[src/rtl/color_sensor_if.sv]
// Control/observation bundle between the colour detector (master) and the
// TCS3200 emulator (slave).
interface color_sensor_if #(
  parameter int HALF_WIDTH = 16
);
  logic                  enable;
  logic [1:0]            colorSelect;
  logic                  loadStrobe;
  logic [1:0]            loadSelect;
  logic [HALF_WIDTH-1:0] loadValue;
  logic                  frequencyToDetector;
  logic                  settling;
  logic [7:0]            edgeCount;

  modport master (
    output enable, colorSelect, loadStrobe, loadSelect, loadValue,
    input  frequencyToDetector, settling, edgeCount
  );

  modport slave (
    input  enable, colorSelect, loadStrobe, loadSelect, loadValue,
    output frequencyToDetector, settling, edgeCount
  );
endinterface

[src/rtl/color_sensor_emulator.sv]
// TCS3200 stand-in: square wave whose half-period is chosen by {S3,S2},
// with a settle interval after every enable or filter change.
module color_sensor_emulator #(
  parameter int HALF_WIDTH         = 16,
  parameter int SETTLE_CYCLES      = 64,
  parameter int RED_HALF_DEFAULT   = 100,
  parameter int GREEN_HALF_DEFAULT = 200,
  parameter int BLUE_HALF_DEFAULT  = 300,
  parameter int CLEAR_HALF_DEFAULT = 50
) (
  input  logic           i_clk,
  input  logic           i_reset,
  color_sensor_if.slave  bus
);

  // state    | meaning
  // S_IDLE   | disabled, output low
  // S_SETTLE | filter settling, output low, settle counter running
  // S_RUN    | square wave at half[colorSelect]
  typedef enum logic [1:0] {
    S_IDLE   = 2'd0,
    S_SETTLE = 2'd1,
    S_RUN    = 2'd2
  } state_t;

  localparam int SETTLE_W = (SETTLE_CYCLES > 1) ? $clog2(SETTLE_CYCLES) : 1;
  localparam logic [SETTLE_W-1:0] SETTLE_LAST = SETTLE_W'(SETTLE_CYCLES - 1);

  state_t                r_state;
  logic                  r_freq;
  logic [SETTLE_W-1:0]   r_settle_cnt;
  logic [HALF_WIDTH-1:0] r_half_cnt;
  logic [HALF_WIDTH-1:0] r_half [4];
  logic [1:0]            r_prev_sel;
  logic [7:0]            r_edge_cnt;

  state_t                w_state_nxt;
  logic                  w_freq_nxt;
  logic [SETTLE_W-1:0]   w_settle_nxt;
  logic [HALF_WIDTH-1:0] w_half_cnt_nxt;
  logic [HALF_WIDTH-1:0] w_load_val;
  logic [HALF_WIDTH-1:0] w_half_act;
  logic                  w_sel_change;
  logic                  w_rise;

  assign w_load_val   = (bus.loadValue == '0) ? HALF_WIDTH'(1) : bus.loadValue;
  assign w_sel_change = (bus.colorSelect != r_prev_sel);

  // A same-cycle load to the active colour feeds the compare directly.
  assign w_half_act = (bus.loadStrobe && (bus.loadSelect == bus.colorSelect))
                      ? w_load_val : r_half[bus.colorSelect];

  always_comb begin
    w_state_nxt    = r_state;
    w_freq_nxt     = r_freq;
    w_settle_nxt   = r_settle_cnt;
    w_half_cnt_nxt = r_half_cnt;
    case (r_state)
      S_IDLE: begin
        w_freq_nxt = 1'b0;
        if (bus.enable) begin
          w_state_nxt  = S_SETTLE;
          w_settle_nxt = '0;
        end
      end
      S_SETTLE: begin
        w_freq_nxt = 1'b0;
        if (!bus.enable) begin
          w_state_nxt = S_IDLE;
        end else if (w_sel_change) begin
          w_settle_nxt = '0;
        end else if (r_settle_cnt == SETTLE_LAST) begin
          w_state_nxt    = S_RUN;
          w_freq_nxt     = 1'b1;
          w_half_cnt_nxt = '0;
        end else begin
          w_settle_nxt = r_settle_cnt + 1'b1;
        end
      end
      S_RUN: begin
        if (!bus.enable) begin
          w_state_nxt = S_IDLE;
          w_freq_nxt  = 1'b0;
        end else if (w_sel_change) begin
          w_state_nxt  = S_SETTLE;
          w_settle_nxt = '0;
          w_freq_nxt   = 1'b0;
        end else if (r_half_cnt >= (w_half_act - 1'b1)) begin
          // >= so a shortened half-period ends at once instead of wrapping
          w_freq_nxt     = ~r_freq;
          w_half_cnt_nxt = '0;
        end else begin
          w_half_cnt_nxt = r_half_cnt + 1'b1;
        end
      end
      default: begin
        w_state_nxt = S_IDLE;
        w_freq_nxt  = 1'b0;
      end
    endcase
  end

  assign w_rise = w_freq_nxt & ~r_freq;

  always_ff @(posedge i_clk) begin
    if (i_reset) begin
      r_state      <= S_IDLE;
      r_freq       <= 1'b0;
      r_settle_cnt <= '0;
      r_half_cnt   <= '0;
      r_prev_sel   <= bus.colorSelect;
      r_edge_cnt   <= '0;
      r_half[0]    <= HALF_WIDTH'(RED_HALF_DEFAULT);
      r_half[1]    <= HALF_WIDTH'(CLEAR_HALF_DEFAULT);
      r_half[2]    <= HALF_WIDTH'(BLUE_HALF_DEFAULT);
      r_half[3]    <= HALF_WIDTH'(GREEN_HALF_DEFAULT);
    end else begin
      r_state      <= w_state_nxt;
      r_freq       <= w_freq_nxt;
      r_settle_cnt <= w_settle_nxt;
      r_half_cnt   <= w_half_cnt_nxt;
      r_prev_sel   <= bus.colorSelect;
      if (bus.loadStrobe) r_half[bus.loadSelect] <= w_load_val;
      if (w_rise) r_edge_cnt <= r_edge_cnt + 8'd1;
    end
  end

  assign bus.frequencyToDetector = r_freq;
  assign bus.settling            = (r_state == S_SETTLE);
  assign bus.edgeCount           = r_edge_cnt;

endmodule

[src/flat_wrapper.sv]
// flat-port wrapper written by rule: the top's interface ports become plain ports
module color_sensor_emulator_flat 
#(
  parameter int HALF_WIDTH         = 16,
  parameter int SETTLE_CYCLES      = 64,
  parameter int RED_HALF_DEFAULT   = 100,
  parameter int GREEN_HALF_DEFAULT = 200,
  parameter int BLUE_HALF_DEFAULT  = 300,
  parameter int CLEAR_HALF_DEFAULT = 50
)
  (i_clk, i_reset, bus_enable, bus_colorSelect, bus_loadStrobe, bus_loadSelect, bus_loadValue, bus_frequencyToDetector, bus_settling, bus_edgeCount);
  color_sensor_if #(.HALF_WIDTH(HALF_WIDTH)) bus_i ();
  input  logic i_clk;
  input  logic i_reset;
  input wire logic [$bits(bus_i.enable)-1:0] bus_enable;
  input wire logic [$bits(bus_i.colorSelect)-1:0] bus_colorSelect;
  input wire logic [$bits(bus_i.loadStrobe)-1:0] bus_loadStrobe;
  input wire logic [$bits(bus_i.loadSelect)-1:0] bus_loadSelect;
  input wire logic [$bits(bus_i.loadValue)-1:0] bus_loadValue;
  output wire logic [$bits(bus_i.frequencyToDetector)-1:0] bus_frequencyToDetector;
  output wire logic [$bits(bus_i.settling)-1:0] bus_settling;
  output wire logic [$bits(bus_i.edgeCount)-1:0] bus_edgeCount;
  assign bus_i.enable = bus_enable;
  assign bus_i.colorSelect = bus_colorSelect;
  assign bus_i.loadStrobe = bus_loadStrobe;
  assign bus_i.loadSelect = bus_loadSelect;
  assign bus_i.loadValue = bus_loadValue;
  assign bus_frequencyToDetector = bus_i.frequencyToDetector;
  assign bus_settling = bus_i.settling;
  assign bus_edgeCount = bus_i.edgeCount;
  color_sensor_emulator #(.HALF_WIDTH(HALF_WIDTH), .SETTLE_CYCLES(SETTLE_CYCLES), .RED_HALF_DEFAULT(RED_HALF_DEFAULT), .GREEN_HALF_DEFAULT(GREEN_HALF_DEFAULT), .BLUE_HALF_DEFAULT(BLUE_HALF_DEFAULT), .CLEAR_HALF_DEFAULT(CLEAR_HALF_DEFAULT)) u_core (.i_clk(i_clk), .i_reset(i_reset), .bus(bus_i));
endmodule
[config.mk]
export PLATFORM = sky130hd
export DESIGN_NAME = color_sensor_emulator_flat
export DESIGN_NICKNAME = d
export VERILOG_FILES = /design/src/rtl/color_sensor_if.sv /design/src/rtl/color_sensor_emulator.sv /design/src/flat_wrapper.sv
export SDC_FILE = /design/constraint.sdc
export NUM_CORES = 1
export LEC_CHECK = 0
export CAP_MARGIN = 25
export CORE_AREA = 2 2 114 116
export DETAILED_ROUTE_END_ITERATION = 10
export DIE_AREA = 0 0 116 118
export PLACE_DENSITY_LB_ADDON = 0.05
export SYNTH_ARGS = -nofsm -noshare
export SYNTH_HDL_FRONTEND = slang
export SYNTH_SLANG_ARGS = --single-unit
[constraint.sdc]
create_clock -name i_clk -period 6.4 [get_ports i_clk]
set_input_delay 0.96 -clock i_clk [delete_from_list [all_inputs] [get_ports i_clk]]
set_output_delay 0.96 -clock i_clk [all_outputs]
set_load 0.02 [all_outputs]
Yosys cells after proc, flatten, opt, wreduce, memory -nomap -nowiden
Memory sizes are Yosys's and may differ from the RTL's.
Cells that the tools add are included.
Word-level totals
  register bits: 35
  memory bits (writable): 64
  bits of input ports: 24
  output and inout port bits: 10
  word-level logic and storage cells: 77
  memories kept: 1
Memories
  u_core.r_half: words 4, bits a word 16, read ports 1, clocked after Yosys merged registers in 0, write ports 4, line color_sensor_emulator.sv:33  | logic [HALF_WIDTH-1:0] r_half [4];
Operators by class
  add/subtract/negate cells: 4
  $lt $le $gt $ge: 1
  eq/ne operators: 16
  muxes and demuxes: 38
  bitwise logic cells: 2
  reductions and logical operators: 9
Operators by type and width (count)
  16-bit two-way mux: 9
  6-bit two-way mux: 6
  16-bit one-hot mux with 2 select lines: 1
  6-bit one-hot mux with 3 select lines: 1
  16-bit by 1-bit adder with 16-bit output, second input constant: 1
  16-bit >= comparator: 1
  16-bit zero test: 1
  16-bit OR reduction: 1
  16-bit by 1-bit subtractor with 16-bit output, second input constant: 1
  2-bit two-way mux: 7
  1-bit two-way mux: 12
  6-bit AND reduction: 2
  2-bit != test, second input constant: 5
  3-bit by 2-bit != test with 1-bit output, second input constant: 3
  8-bit by 1-bit adder with 8-bit output, second input constant: 1
  6-bit by 1-bit adder with 6-bit output, second input constant: 1
  6-bit equality test, second input constant: 1
  2-bit one-hot mux with 3 select lines: 1
  2-bit by 1-bit != test with 1-bit output, second input constant: 2
  4-bit AND reduction: 1
  3-bit != test, second input constant: 1
  3-bit nonzero test: 1
  2-bit by 1-bit equality test with 1-bit output, second input constant: 1
  2-bit equality test: 1
  8 further kinds: 8

Depth between registers and ports, before layout
Gate-level depths: netlist of the first run.
  depth in word-level cells: 10
  mapped depth: 22
  depth with buffers taken out: 19

Least setup slack after synthesis of the first run
No wires, ideal clock.
  path type: input to register
  start point: input bus_colorSelect[1]
  end point: register u_core.r_edge_cnt[5], in the netlist u_core.bus.edgeCount[5]
  setup time: 128 ps
  arrival time: 4684 ps
  data required time: 6272 ps
  path slack: 1589 ps
  stages: 21
  buffers on the path: 4
  cell sequence: buf_2 > xnor2_1 > and3_1 > buf_2 > buf_2 > nand2_1 > o21ai_0 > ha_1 > a21bo_2 > nor4_2 > xnor2_1 > mux2_2 > ha_1 > nand4_1 > nor4_1 > o31ai_1 > o2111ai_1 > clkbuf_1 > nand4_1 > xor2_1 > nor2_1
On the way
  word-level cells in the longest chain between the ends: 10
  elaborated cells between the ends (all ways): 14
  those cells by class: 1 x add/sub; 1 x order compare; 2 x eq/ne; 7 x mux; 1 x bitwise; 1 x reduce/logical; 1 x memory
Ends and longest elaborated chain
  start: declaration: line flat_wrapper.sv:16  | input wire logic [$bits(bus_i.colorSelect)-1:0] bus_colorSelect;
  parallel branches: the longest is 8 deep, another holds memory 4 x 16 bit
  1-bit one-hot mux with 2 select lines (*): line color_sensor_emulator.sv:58  | case (r_state)
  1-bit bitwise AND (*): line color_sensor_emulator.sv:103  | assign w_rise = w_freq_nxt & ~r_freq;
  end signal: assignment: line color_sensor_emulator.sv:124  | if (w_rise) r_edge_cnt <= r_edge_cnt + 8'd1;
  end: declaration: line color_sensor_emulator.sv:35  | logic [7:0] r_edge_cnt;
Every way passes the cells marked *.
A chain may end at the register's enable or synchronous reset.

Worst setup path after layout of the first run
  start point: input bus_colorSelect[0]
  end point: register u_core.r_half_cnt[14]
On the way
  word-level cells in the longest chain between the ends: 9
  elaborated cells between the ends (all ways): 14
  those cells by class: 1 x add/sub; 1 x order compare; 4 x eq/ne; 5 x mux; 2 x reduce/logical; 1 x memory
Ends and longest elaborated chain
  parallel branches: the longest is 9 deep, another holds memory 4 x 16 bit
  end signal: assignment: line color_sensor_emulator.sv:121  | r_half_cnt <= w_half_cnt_nxt;
  end: declaration: line color_sensor_emulator.sv:32  | logic [HALF_WIDTH-1:0] r_half_cnt;
Parallel ways; which one is timed is not known. The select of a mux whose other input is x is not followed.

==> qor.csv, run 1 <==
stage,metric,value,unit
global_route,top_usage_layer,met2,
synth,ys_ff_latch,99,
sta,max_slew.worst_pin.slew,0.999,ns
critical_path,worstPathArrival,5.99,ns
die,io_pins,34,
finish,areaGrowthSynthToFinish,14.9,%
global_route,overflow,0,
sta,clock.fmax,173,MHz
global_route,use_met1,25.6,%
global_route,grt_usage,19.3,%
die,std_cell_rows,41,
synth,synth_top_area_share,34.9,%
critical_path,cp_max_fo,19,
die,die_width,116,um
clocking,clockBufferDepth,2,
sta,finClkSkew,0.00679,ns
detailed_routing,drc,0,
detailed_routing,first_pass_iters,4,
finish,multiInputGateArea,0.00277,mm^2
die,die_area,0.0137,mm^2
sta,setup_violations,0,
clocking,hold_buffers,0,
sta,slew_headroom,33.4,%
sta,fin_crit_sh,90.1,%
sta,fin_ws,0.631,ns
critical_path,crit_chain,clkdlybuf4s50_1 > buf_4 > mux4_2 > o21ai_0 > ha_1 > a21bo_2 > or3_1 > xnor2_1 > a21oi_1 > ha_1 > nand2_1 > o21ai_0 > a21oi_1 > o2111ai_1 > a21o_1 > nor2_1,
synth,ys_types,56,
clocking,clock_sinks,99,
critical_path,critPathRequiredTime,6.62,ns
synth,async_flop_share,0,%
clocking,clk_latency,0.35,ns
global_route,grt_pass1_wl,20.0,mm
sta,finalWorstPathRequiredPeriod,5.77,ns
worst_hold_path,min_path_type,reg2reg,
finish,nets,575,
die,die_h,118,um
job,maxCapViolCount,0,
critical_path,max_stage_delay,0.80,ns
die,initial_core_util,44.4,%
synth,synthFlopType,edfxtp_1,
clocking,cts.htree.levels,3,
critical_path,start_kind,input port,
detailed_routing,ant_nets,0,
clocking,post_cts_resized,0,
clocking,cts_root_buffer,clkbuf_16,
global_route,antenna_found_initial,0,
sta,whs,0.501,ns
synth,synth_edf_count,64,
placed_design,numPlacedInstances,688,
synth,ys.warnings.count,0,
synth,synthesis.nets,540,
finish,final_cells,703,
critical_path,cp_slowest_cell,o2111ai_1,
sta,setup_tns,0,ns
finish,n_antenna_cell,0,
detailed_routing,wl_per_cell,17.3,um
finish,seq_area,0.00262,mm^2
global_route,grt_pass1_vias,3793,
detailed_routing,vias,3743,
detailed_routing,wl,12.2,mm
global_route,grtUsageMet3,2.94,%
die,placeableCoreArea,0.0124,mm^2
critical_path,crit_buf_inv,2,
detailed_routing,viasPerCell,5.32,
synth,yosysTopAreaCell,edfxtp_1,
clocking,cts_tree,done,
power_and_ir_drop,powerDensity,236,mW/mm^2
power_and_ir_drop,worst_ir_drop_vdd,0.000112,V
placed_design,hpwlAfterDp,8.72,mm
placed_design,gp_congestion,0.820,
synth,yosysMostFrequentCell,edfxtp_1,
synth,synthTopCellsByCount,"edfxtp_1 (64), and2_1 (50), nor2_1 (49)",
detailed_routing,drt-initial-drc-count,163,
finish,final_area,0.00633,mm^2
sta,hold_viol_final,0,
synth,seq_area_frac_synth,47.6,%
synth,syn_inst,492,
finish,drive_above_1_share,10.5,%
synth,synth_area_per_cell,11.2,um^2
power_and_ir_drop,p_leak,0.00234,uW
clocking,numCtsBuffers,9,
sta,maxSlewViolCount,0,
synth,synth_area,0.00551,mm^2
sta,rsz0062_at_grt,false,
synth,yosys-top-cells-area,"edfxtp_1 (35%), dfxtp_1 (13%), mux4_2 (6.1%), xor2_1 (5.9%), and2_1 (5.7%)",
clocking,clkTransAtPathRegs,0.06,ns
placed_design,placed_area,0.00603,mm^2
critical_path,path_delay_family,compound AO/OA/AOI/OAI gates,
global_route,grt_max_degree,22,
critical_path,endpoint_kind,flop,
placed_design,pre_cts_ws,0.300,ns
clocking,postCtsSetupBuffers,0,
outcome,status,"complete, no violations",
placed_design,port_buffers,33,
global_route,met2_usage,31.5,%
critical_path,critPathKind,in2reg,
finish,num-fill-cells,1189,
worst paths after layout:
path                                                end  cells past startpoint               startpoint  slack, ns
worst max-delay path              u_core.r_half_cnt[14]                     16       bus_colorSelect[0]       0.63
worst min-delay path            u_core.bus.edgeCount[1]                      2  u_core.bus.edgeCount[1]       0.50
worst max register to register    u_core.r_half_cnt[14]                     14      u_core.r_half[1][0]       1.79
worst min register to register  u_core.bus.edgeCount[1]                      2  u_core.bus.edgeCount[1]       0.50
layer usage:
| metal | part of all wire (%) | vias up |
|---|---|---|
| li1 | - | 1842 |
| met1 | 45 | 1817 |
| met2 | 49 | 67 |
| met3 | 3.5 | 17 |
| met4 | 2.1 | 0 |
| met5 | 0 | - |
stage by stage:
| step | total power, uW | utilization [%] |
|---|---|---|
| 6_report | 1500 | 51.0 |
| 5_1_grt | 1570 | 51.0 |
| 4_1_cts | 1520 | 51.0 |
| 3_5_place_dp | 969 | 48.6 |
| 3_3_place_gp | 965 | 48.6 |
| 2_1_floorplan | 893 | - |
area by class of cell:
class | count | area share (%)
inverters | 7 | 0.415
flip-flops and latches | 99 | 41.4
clock buffers | 10 | 3.62
clock inverters | 5 | 1.01
well taps | 172 | 3.40
repair buffers | 43 | 6.41
multi-input cells | 367 | 43.7
cell families after synthesis:
logic type | after synthesis | synth area share, %
AND/OR/NAND/NOR | 214 | 21.6
flip-flops | 99 | 47.6
XOR/XNOR | 51 | 8.11
AO/OA/AOI/OAI | 49 | 6.09
multiplexers | 29 | 9.00
buffers and inverters | 26 | 2.16
adder cells (fa/ha/maj) | 24 | 5.45
sequential cells by signal, indices dropped and copies added, names as in the netlist:
register                        flops
u_core.r_state                      2
u_core.r_half                      64
u_core.r_half_cnt                  16
u_core.r_prev_sel                   2
u_core.r_settle_cnt                 6
u_core.bus.edgeCount                8
u_core.bus.frequencyToDetector      1
where the power goes:
| part | internal (uW) | leakage (uW) | total (uW) | switching [uW] |
|---|---|---|---|---|
| Combinational | 96.2 | 0.00129 | 225 | 129 |
| Sequential | 715 | 0.000908 | 727 | 11.2 |
| Clock | 304 | 0.000139 | 545 | 241 |
| Total | 1120 | 0.00234 | 1500 | 381 |
layout by cell type, fill, tap and decap left out, types with 6 or more instances in the layout:
| cell | count |
|---|---|
| nand4_1 | 12 |
| ha_1 | 24 |
| edfxtp_1 | 64 |
| nor3_1 | 10 |
| nand2_1 | 27 |
| clkdlybuf4s50_1 | 33 |
| xor2_1 | 37 |
| and2_1 | 50 |
| buf_4 | 10 |
| inv_1 | 7 |
| mux4_2 | 15 |
| nand3_1 | 10 |
| o21ai_0 | 6 |
| xnor2_1 | 14 |
| mux2i_1 | 12 |
| nand2b_1 | 15 |
| nor2b_1 | 7 |
| a21oi_1 | 15 |
| clkbuf_16 | 9 |
| nor2_1 | 49 |
| and3_1 | 9 |
| dfxtp_1 | 35 |
worst reg2reg max path, cell delays in order, from the launching register on:
cell	delay [ns]
edfxtp_1	0.37
mux4_2	0.48
o21ai_0	0.33
ha_1	0.27
a21bo_2	0.30
or3_1	0.34
xnor2_1	0.17
a21oi_1	0.14
ha_1	0.32
nand2_1	0.05
o21ai_0	0.16
a21oi_1	0.10
o2111ai_1	0.80
a21o_1	0.54
nor2_1	0.11
Power figures use the tool's default switching activity.
==> inputs of run 2 (changes only) <==
--- a/config.mk
+++ b/config.mk
@@ -6,9 +6,9 @@
 export NUM_CORES = 1
 export LEC_CHECK = 0
 export CAP_MARGIN = 25
-export CORE_AREA = 2 2 114 116
+export CORE_AREA = 2 2 87 152
 export DETAILED_ROUTE_END_ITERATION = 10
-export DIE_AREA = 0 0 116 118
+export DIE_AREA = 0 0 89 154
 export PLACE_DENSITY_LB_ADDON = 0.05
 export SYNTH_ARGS = -nofsm -noshare
 export SYNTH_HDL_FRONTEND = slang
==> qor.csv, run 2 (same netlist as run 1, synthesis figures left out) <==
stage,metric,value,unit
clocking,cts_tree,done,
finish,num-fill-cells,1169,
placed_design,gp_congestion,0.800,
sta,finalWorstPathRequiredPeriod,5.77,ns
die,die_h,154,um
critical_path,crit_chain,clkdlybuf4s50_1 > xnor2_1 > and3_1 > buf_4 > nor4_1 > o21ai_2 > nor3_1 > xor2_1 > mux2i_1 > ha_1 > nand2_1 > o21ai_0 > a21oi_1 > o2111ai_1 > a21o_1 > nor2_1,
die,die_area,0.0137,mm^2
critical_path,critPathKind,in2reg,
sta,slew_headroom,37.5,%
critical_path,start_kind,input port,
sta,hold_viol_final,0,
global_route,grt_max_degree,22,
critical_path,crit_buf_inv,2,
sta,fin_crit_sh,90.1,%
finish,n_antenna_cell,0,
global_route,antenna_found_initial,0,
clocking,post_cts_resized,0,
clocking,clockBufferDepth,2,
finish,nets,574,
clocking,numCtsBuffers,9,
detailed_routing,ant_nets,0,
detailed_routing,drc,0,
worst_hold_path,min_path_type,reg2reg,
global_route,grt_pass1_vias,3830,
detailed_routing,drt-initial-drc-count,133,
critical_path,cp_slowest_cell,clkdlybuf4s50_1,
clocking,cts.htree.levels,3,
detailed_routing,wl_per_cell,17.5,um
die,placeableCoreArea,0.0124,mm^2
global_route,overflow,0,
clocking,clkTransAtPathRegs,0.07,ns
global_route,grt_pass1_wl,19.9,mm
sta,maxSlewViolCount,0,
global_route,use_met1,21.9,%
job,maxCapViolCount,0,
clocking,cts_root_buffer,clkbuf_16,
critical_path,endpoint_kind,flop,
outcome,status,"complete, no violations",
die,io_pins,34,
die,die_width,89,um
detailed_routing,viasPerCell,5.38,
clocking,hold_buffers,0,
detailed_routing,first_pass_iters,4,
global_route,top_usage_layer,met2,
sta,setup_tns,0,ns
global_route,met2_usage,35.4,%
critical_path,critPathRequiredTime,6.61,ns
sta,whs,0.490,ns
sta,setup_violations,0,
finish,largest_reg_flops,64,
sta,max_slew.worst_pin.slew,0.931,ns
power_and_ir_drop,worst_ir_drop_vdd,0.000129,V
finish,seq_area,0.00262,mm^2
clocking,clk_latency,0.34,ns
clocking,postCtsSetupBuffers,0,
power_and_ir_drop,powerDensity,233,mW/mm^2
placed_design,placed_area,0.00603,mm^2
finish,regMostFlops,u_core.r_half,
critical_path,max_stage_delay,0.84,ns
finish,areaGrowthSynthToFinish,14.5,%
sta,clock.fmax,173,MHz
global_route,grtUsageMet3,2.84,%
critical_path,path_delay_family,compound AO/OA/AOI/OAI gates,
finish,multiInputGateArea,0.00277,mm^2
finish,final_area,0.00630,mm^2
sta,rsz0062_at_grt,false,
placed_design,hpwlAfterDp,9.17,mm
die,initial_core_util,44.3,%
placed_design,port_buffers,33,
detailed_routing,vias,3761,
detailed_routing,wl,12.2,mm
critical_path,worstPathArrival,5.98,ns
finish,drive_above_1_share,10.4,%
finish,final_common_cell,edfxtp_1,
critical_path,cp_max_fo,15,
global_route,grt_usage,19.0,%
power_and_ir_drop,p_leak,0.00232,uW
sta,finClkSkew,0.0109,ns
clocking,clock_sinks,99,
die,std_cell_rows,54,
finish,most-common-layout-cells,"edfxtp_1 (64), and2_1 (50), nor2_1 (49)",
[run 2: layer usage]
layer	vias to the layer above	share of wire (%)
met4	0	1.4
met3	12	2.8
met2	57	56
met1	1850	40
li1	1842	-
met5	-	0
[run 2: cell type report]
class                   count  share of cell area [%]
flip-flops and latches     99                    41.6
inverters                   7                   0.417
repair buffers             42                    6.37
multi-input cells         367                    43.9
clock inverters             6                   0.754
well taps                 168                    3.34
clock buffers              10                    3.63
[run 2: path summary, 6_finish.rpt]
path,startpoint,to,slack [ns],depth (start not counted)
setup reg to reg,u_core.r_half[2][0],u_core.r_half_cnt[15],1.92,14
setup / recovery,bus_colorSelect[0],u_core.r_half_cnt[15],0.63,16
hold / removal,u_core.bus.edgeCount[1],u_core.bus.edgeCount[1],0.49,2
hold reg to reg,u_core.bus.edgeCount[1],u_core.bus.edgeCount[1],0.49,2
[run 2: metrics by stage]
step / worst slack, ns / std cells / total power [uW] / util, %
2_1_floorplan: 1.59 / 492 / 893 / -
3_3_place_gp: 0.297 / 682 / 962 / 48.4
3_5_place_dp: 0.236 / 683 / 967 / 48.5
4_1_cts: 0.560 / 699 / 1480 / 50.7
5_1_grt: 0.252 / 699 / 1530 / 50.7
6_report: 0.632 / 699 / 1470 / 50.7
[run 2: worst reg2reg max path, stage by stage, from the launching register on]
cell       delay, ns
edfxtp_1        0.37
mux4_2          0.49
o21ai_0         0.30
ha_1            0.27
a21bo_2         0.30
nor4_2          0.24
xnor2_1         0.09
mux2_2          0.28
ha_1            0.29
nand4_1         0.15
nor4_1          0.34
o31ai_1         0.15
o2111ai_1       0.44
a21o_1          0.54
nor2_1          0.11
[run 2: report_power, final]
part	internal, uW	total (uW)	switching [uW]
Combinational	96.5	223	127
Clock	268	518	250
Sequential	715	727	11.5
==> variant 1 (settings of run 2) <==
Encoding of `state_t`: now one-hot (3 bits for 3 states).
--- a/src/rtl/color_sensor_emulator.sv
+++ b/src/rtl/color_sensor_emulator.sv
@@ -18,8 +18,8 @@
   // S_SETTLE | filter settling, output low, settle counter running
   // S_RUN    | square wave at half[colorSelect]
-  typedef enum logic [1:0] {
-    S_IDLE   = 2'd0,
-    S_SETTLE = 2'd1,
-    S_RUN    = 2'd2
+  typedef enum logic [2:0] {
+    S_IDLE   = 3'b001,
+    S_SETTLE = 3'b010,
+    S_RUN    = 3'b100
   } state_t;
 
Function: no difference found for any inputs over 10 cycles, from zero or initial values and one cycle with i_reset high; not proved beyond that.
==> variant 1 against run 2 <==
Power decreased by 0.13%; via count increased by 3.0%; global-route usage increased by 0.72 points; count of clock-buffer cells in the layout decreased by 1; synthesized area increased by 0.45%; maximum frequency increased by 1.1%; clock power increased by 2%; sequential cell count increased by 1; worst setup slack improved by 0.063 ns; cell area increased by 2.3%; critical path depth increased by 5; wire length increased by 4.6%; utilization increased by 1.2 points; largest cell class unchanged; largest power group unchanged; highest routed layer unchanged.
==> variant 1: results (changes against run 2) <==
INFO  metric status = completed (unchanged)
INFO  metric placement.cell_area = 6160 um2 (was 6030 um2)
INFO  metric gr-usage-met1 = 23.1% (was 21.9%)
INFO  metric n_all_buffers = 57 (was 42)
INFO  metric worst_setup_path_startpoint = bus_loadValue[5] (was bus_colorSelect[0])
INFO  metric synth.top_cells.by_area = edfxtp_1 35%, dfxtp_1 13%, and2_1 5.4%, xor2_1 4.6%, ha_1 4.5% (was edfxtp_1 35%, dfxtp_1 13%, mux4_2 6.1%, xor2_1 5.9%, and2_1 5.7%)
INFO  metric flops_and_latches = 100 (was 99)
INFO  metric grt.met2_usage = 36.1% (was 35.4%)
INFO  metric crit_arrival = 5.97 ns (was 5.98 ns)
INFO  metric total_nets_final = 589 (was 574)
INFO  metric grt_use_met3 = 2.58% (was 2.84%)
INFO  metric first_global_vias = 3843 (was 3830)
INFO  metric r2r_end = u_core.bus.edgeCount[3] (was u_core.r_half_cnt[15])
INFO  metric finalWeightedCongestion = 0.748 (was 0.800)
INFO  metric grt_util_all_layers = 19.7% (was 19.0%)
INFO  metric synthDistinctLibCells = 60 (was 56)
INFO  metric arithmetic_cell_share_of_the_synthesized_area_counting_full_adders_half_adders_and_majority_gates = 4.52% (was 5.45%)
INFO  metric finClkSkew = 0.0124 ns (was 0.0109 ns)
INFO  metric bufAreaShareNonClock = 7.97% (was 6.37%)
INFO  metric min_from = u_core.r_settle_cnt[5] (was u_core.bus.edgeCount[1])
INFO  metric total_power = 1470 uW (about the same)
INFO  metric clk_share = 4.42% (was 4.39%)
INFO  metric grt_pass1_wl = 20200 um (was 19900 um)
INFO  metric synth_nets = 538 (was 540)
INFO  metric yosys-top-cells-count = 64 x edfxtp_1, 48 x and2_1, 47 x nor2_1 (was 64 x edfxtp_1, 50 x and2_1, 49 x nor2_1)
INFO  metric seq_area_frac_synth = 47.8% (was 47.6%)
INFO  metric layout-drive-gt1-share = 12.2% (was 10.4%)
INFO  metric n_clock_buffer = 9 (was 10)
INFO  metric met3RoutedLength = 329 um (was 341 um)
INFO  metric final_hold_slack = 0.488 ns (was 0.490 ns)
## variant 1: critical path, stage by stage
cell and delay [ns]:
clkdlybuf4s50_1 0.42, nor3_1 0.55, nand4_1 0.28, nor3_1 0.20, nor2_1 0.15, a21o_1 0.22, ha_1 0.23, nor2b_1 0.15
a32oi_1 0.15, buf_4 0.17, nor3_1 0.06, xor2_1 0.13, mux2i_1 0.10, ha_1 0.28, nand4_1 0.13, or4_1 0.54
o211ai_1 0.27, o21ai_1 0.26, buf_4 0.24, or3_1 0.34, a21oi_1 0.14
## variant 1: per-stage QoR
| step | std cells | util (%) | setup slack (ns) |
|---|---|---|---|
| after detailed placement | 702 | 49.6 | 0.271 |
| after CTS | 718 | 51.9 | 0.637 |
| after global routing | 718 | 51.9 | 0.383 |
| final | 718 | 51.9 | 0.694 |
| after floorplan | 494 | - | 1.21 |
| after global placement | 701 | 49.5 | 0.282 |
==> variant 2 (settings of run 2) <==
Made on the original files. `HALF_WIDTH` is set to 16 in 3 places; all go to 20.
--- a/src/rtl/color_sensor_if.sv
+++ b/src/rtl/color_sensor_if.sv
@@ -2,5 +2,5 @@
 // TCS3200 emulator (slave).
 interface color_sensor_if #(
-  parameter int HALF_WIDTH = 16
+  parameter int HALF_WIDTH = 20
 );
   logic                  enable;
--- a/src/rtl/color_sensor_emulator.sv
+++ b/src/rtl/color_sensor_emulator.sv
@@ -2,5 +2,5 @@
 // with a settle interval after every enable or filter change.
 module color_sensor_emulator #(
-  parameter int HALF_WIDTH         = 16,
+  parameter int HALF_WIDTH         = 20,
   parameter int SETTLE_CYCLES      = 64,
   parameter int RED_HALF_DEFAULT   = 100,
--- a/src/flat_wrapper.sv
+++ b/src/flat_wrapper.sv
@@ -2,5 +2,5 @@
 module color_sensor_emulator_flat 
 #(
-  parameter int HALF_WIDTH         = 16,
+  parameter int HALF_WIDTH         = 20,
   parameter int SETTLE_CYCLES      = 64,
   parameter int RED_HALF_DEFAULT   = 100,
Interface: changed (resized bus_loadValue); port bits go from 34 to 38. The function was not compared with the original's and may differ.
==> variant 2 against run 2 <==
Count of clock-buffer cells in the layout increased by 7; wire length rose by 20%; largest power group is now the clock network; power grew 53%; cell area rose by 23%; synthesized area rose by 18%; register-to-register slack worse by 0.13 ns; worst setup slack got worse by 0.041 ns; sequential cell count grew 20; sequential power increased by 22%; non-clock buffer count grew 13.
==> variant 2: results (changes against run 2) <==
INFO  metric synthDistinctLibCells = 54 (was 56)
INFO  metric pre_cts_worst_setup_slack = 0.137 ns (was 0.236 ns)
INFO  metric r2r_end = u_core.r_half_cnt[12] (was u_core.r_half_cnt[15])
INFO  metric layout-drive-gt1-share = 13.7% (was 10.4%)
INFO  metric clk_latency = 0.41 ns (was 0.34 ns)
INFO  metric dp_hpwl = 10700 um (was 9170 um)
INFO  metric cts.htree.levels = 4 (was 3)
INFO  metric p_int = 1660 uW (was 1080 uW)
INFO  metric post_synth_edffs = 80 (was 64)
INFO  metric crit_arrival = 6.11 ns (was 5.98 ns)
INFO  metric grt_pass1_wl = 23900 um (was 19900 um)
INFO  metric synth.top_cells.by_area = edfxtp_1 37%, dfxtp_1 12%, and2_1 6.3%, mux4_2 6.2%, ha_1 5.2% (was edfxtp_1 35%, dfxtp_1 13%, mux4_2 6.1%, xor2_1 5.9%, and2_1 5.7%)
INFO  metric worst-path-max-fanout = 11 (was 15)
INFO  metric status = completed (unchanged)
INFO  metric reg2reg_setup_slack = 1.79 ns (was 1.92 ns)
INFO  metric io_buffer_count = 37 (was 33)
INFO  metric route.detailed.vias_per_inst = 5.53 (was 5.38)
INFO  metric hold_end = u_core.bus.edgeCount[5] (was u_core.bus.edgeCount[1])
INFO  metric placement.cell_area = 7130 um2 (was 6030 um2)
INFO  metric min_from = u_core.bus.edgeCount[5] (was u_core.bus.edgeCount[1])
INFO  metric fillCellCount = 1018 (was 1169)
INFO  metric finClkSkew = 0.00913 ns (was 0.0109 ns)
INFO  metric grt_util_all_layers = 23.1% (was 19.0%)
INFO  metric cts_made_buffers = 17 (was 9)
INFO  metric grt_start_max_net_pins = 25 (was 22)
INFO  metric leakagePower = 0.00286 uW (was 0.00232 uW)
INFO  metric wl = 14700 um (was 12200 um)
INFO  metric first_global_vias = 4829 (was 3830)
-- variant 2: cell types whose count changed after synthesis, moves of 7 or more --
cell      before  now
a21oi_1       15   22
and2_1        50   65
edfxtp_1      64   80
nand2_1       27   46
o21ai_0        6   14
or3_1          1   11
xnor2_1       14   23
xor2_1        37   25
-- variant 2: worst max path at each step --
stage	startpoint	endpoint	slack, ns	depth (start not counted)
after floorplan	bus_colorSelect[1]	u_core.r_half_cnt[10]	1.40	17
after global placement	bus_colorSelect[0]	u_core.r_half_cnt[16]	0.06	16
after detailed placement	bus_colorSelect[0]	u_core.r_half_cnt[18]	0.14	17
after CTS	bus_colorSelect[0]	u_core.r_half_cnt[19]	0.56	17
after global routing	bus_colorSelect[0]	u_core.r_half_cnt[16]	0.25	17
final	bus_colorSelect[0]	u_core.r_half_cnt[12]	0.59	18
-- variant 2: power groups by stage --
stage	Clock, uW	Combinational [uW]	Sequential (uW)
floorplan	0	236	893
global placement	0	335	899
detailed placement	0	347	901
CTS	1020	349	885
global route	1060	383	889
finish	1010	346	885
-- variant 2: layout make-up --
class                   instances  area (um2)  area share, %
repair buffers                 55         509           6.56
clock buffers                  17         425           5.48
inverters                       6        22.5          0.290
clock inverters                15         199           2.56
multi-input cells             438        3210           41.4
well taps                     168         210           2.71
flip-flops and latches        119        3180           41.0
-- variant 2: worst max-delay path, stage by stage --
cell and delay [ns]:
clkdlybuf4s50_1 0.69, xnor2_1 0.36, nand3_1 0.37, buf_4 0.33, mux2_2 0.31, a21oi_1 0.26
nand3_4 0.17, or3_1 0.39, a21oi_1 0.14, ha_1 0.15, nand2_1 0.10, o21ai_0 0.34
o21bai_1 0.17, o21ai_0 0.38, nor2_1 0.10, o21bai_1 0.53, buf_4 0.28, nor2_1 0.06
-- variant 2: logic make-up (layout without fill, tap and decap cells) --
group           Yosys count  after routing  share of synthesized area, %
flops                   119            119                          49.0
xor+xnor                 48             48                          6.47
compound gates           62             62                          6.09
simple gates            266            266                          22.0
mux                      35             35                          9.44
fa+ha+maj                27             27                          5.20
buf+inv                  26             93                          1.81
-- variant 2: stage by stage --
stage               total power (uW)  hold slack, ns  utilization (%)  std cells
finish                          2240           0.497             62.4        818
global route                    2330           0.522             62.4        818
CTS                             2260           0.502             62.4        818
detailed placement              1250           0.494             57.4        786
global placement                1230           0.476             57.2        784
floorplan                       1130           0.462                -        583
-- variant 2: per-layer routing --
layer / vias up / GRT usage (%) / wire, um
met4: 0 / 7.60 / 331
li1: 2223 / - / -
met2: 83 / 42.4 / 8300
met3: 24 / 4.72 / 473
met5: - / 0 / 0
met1: 2191 / 26.0 / 5580
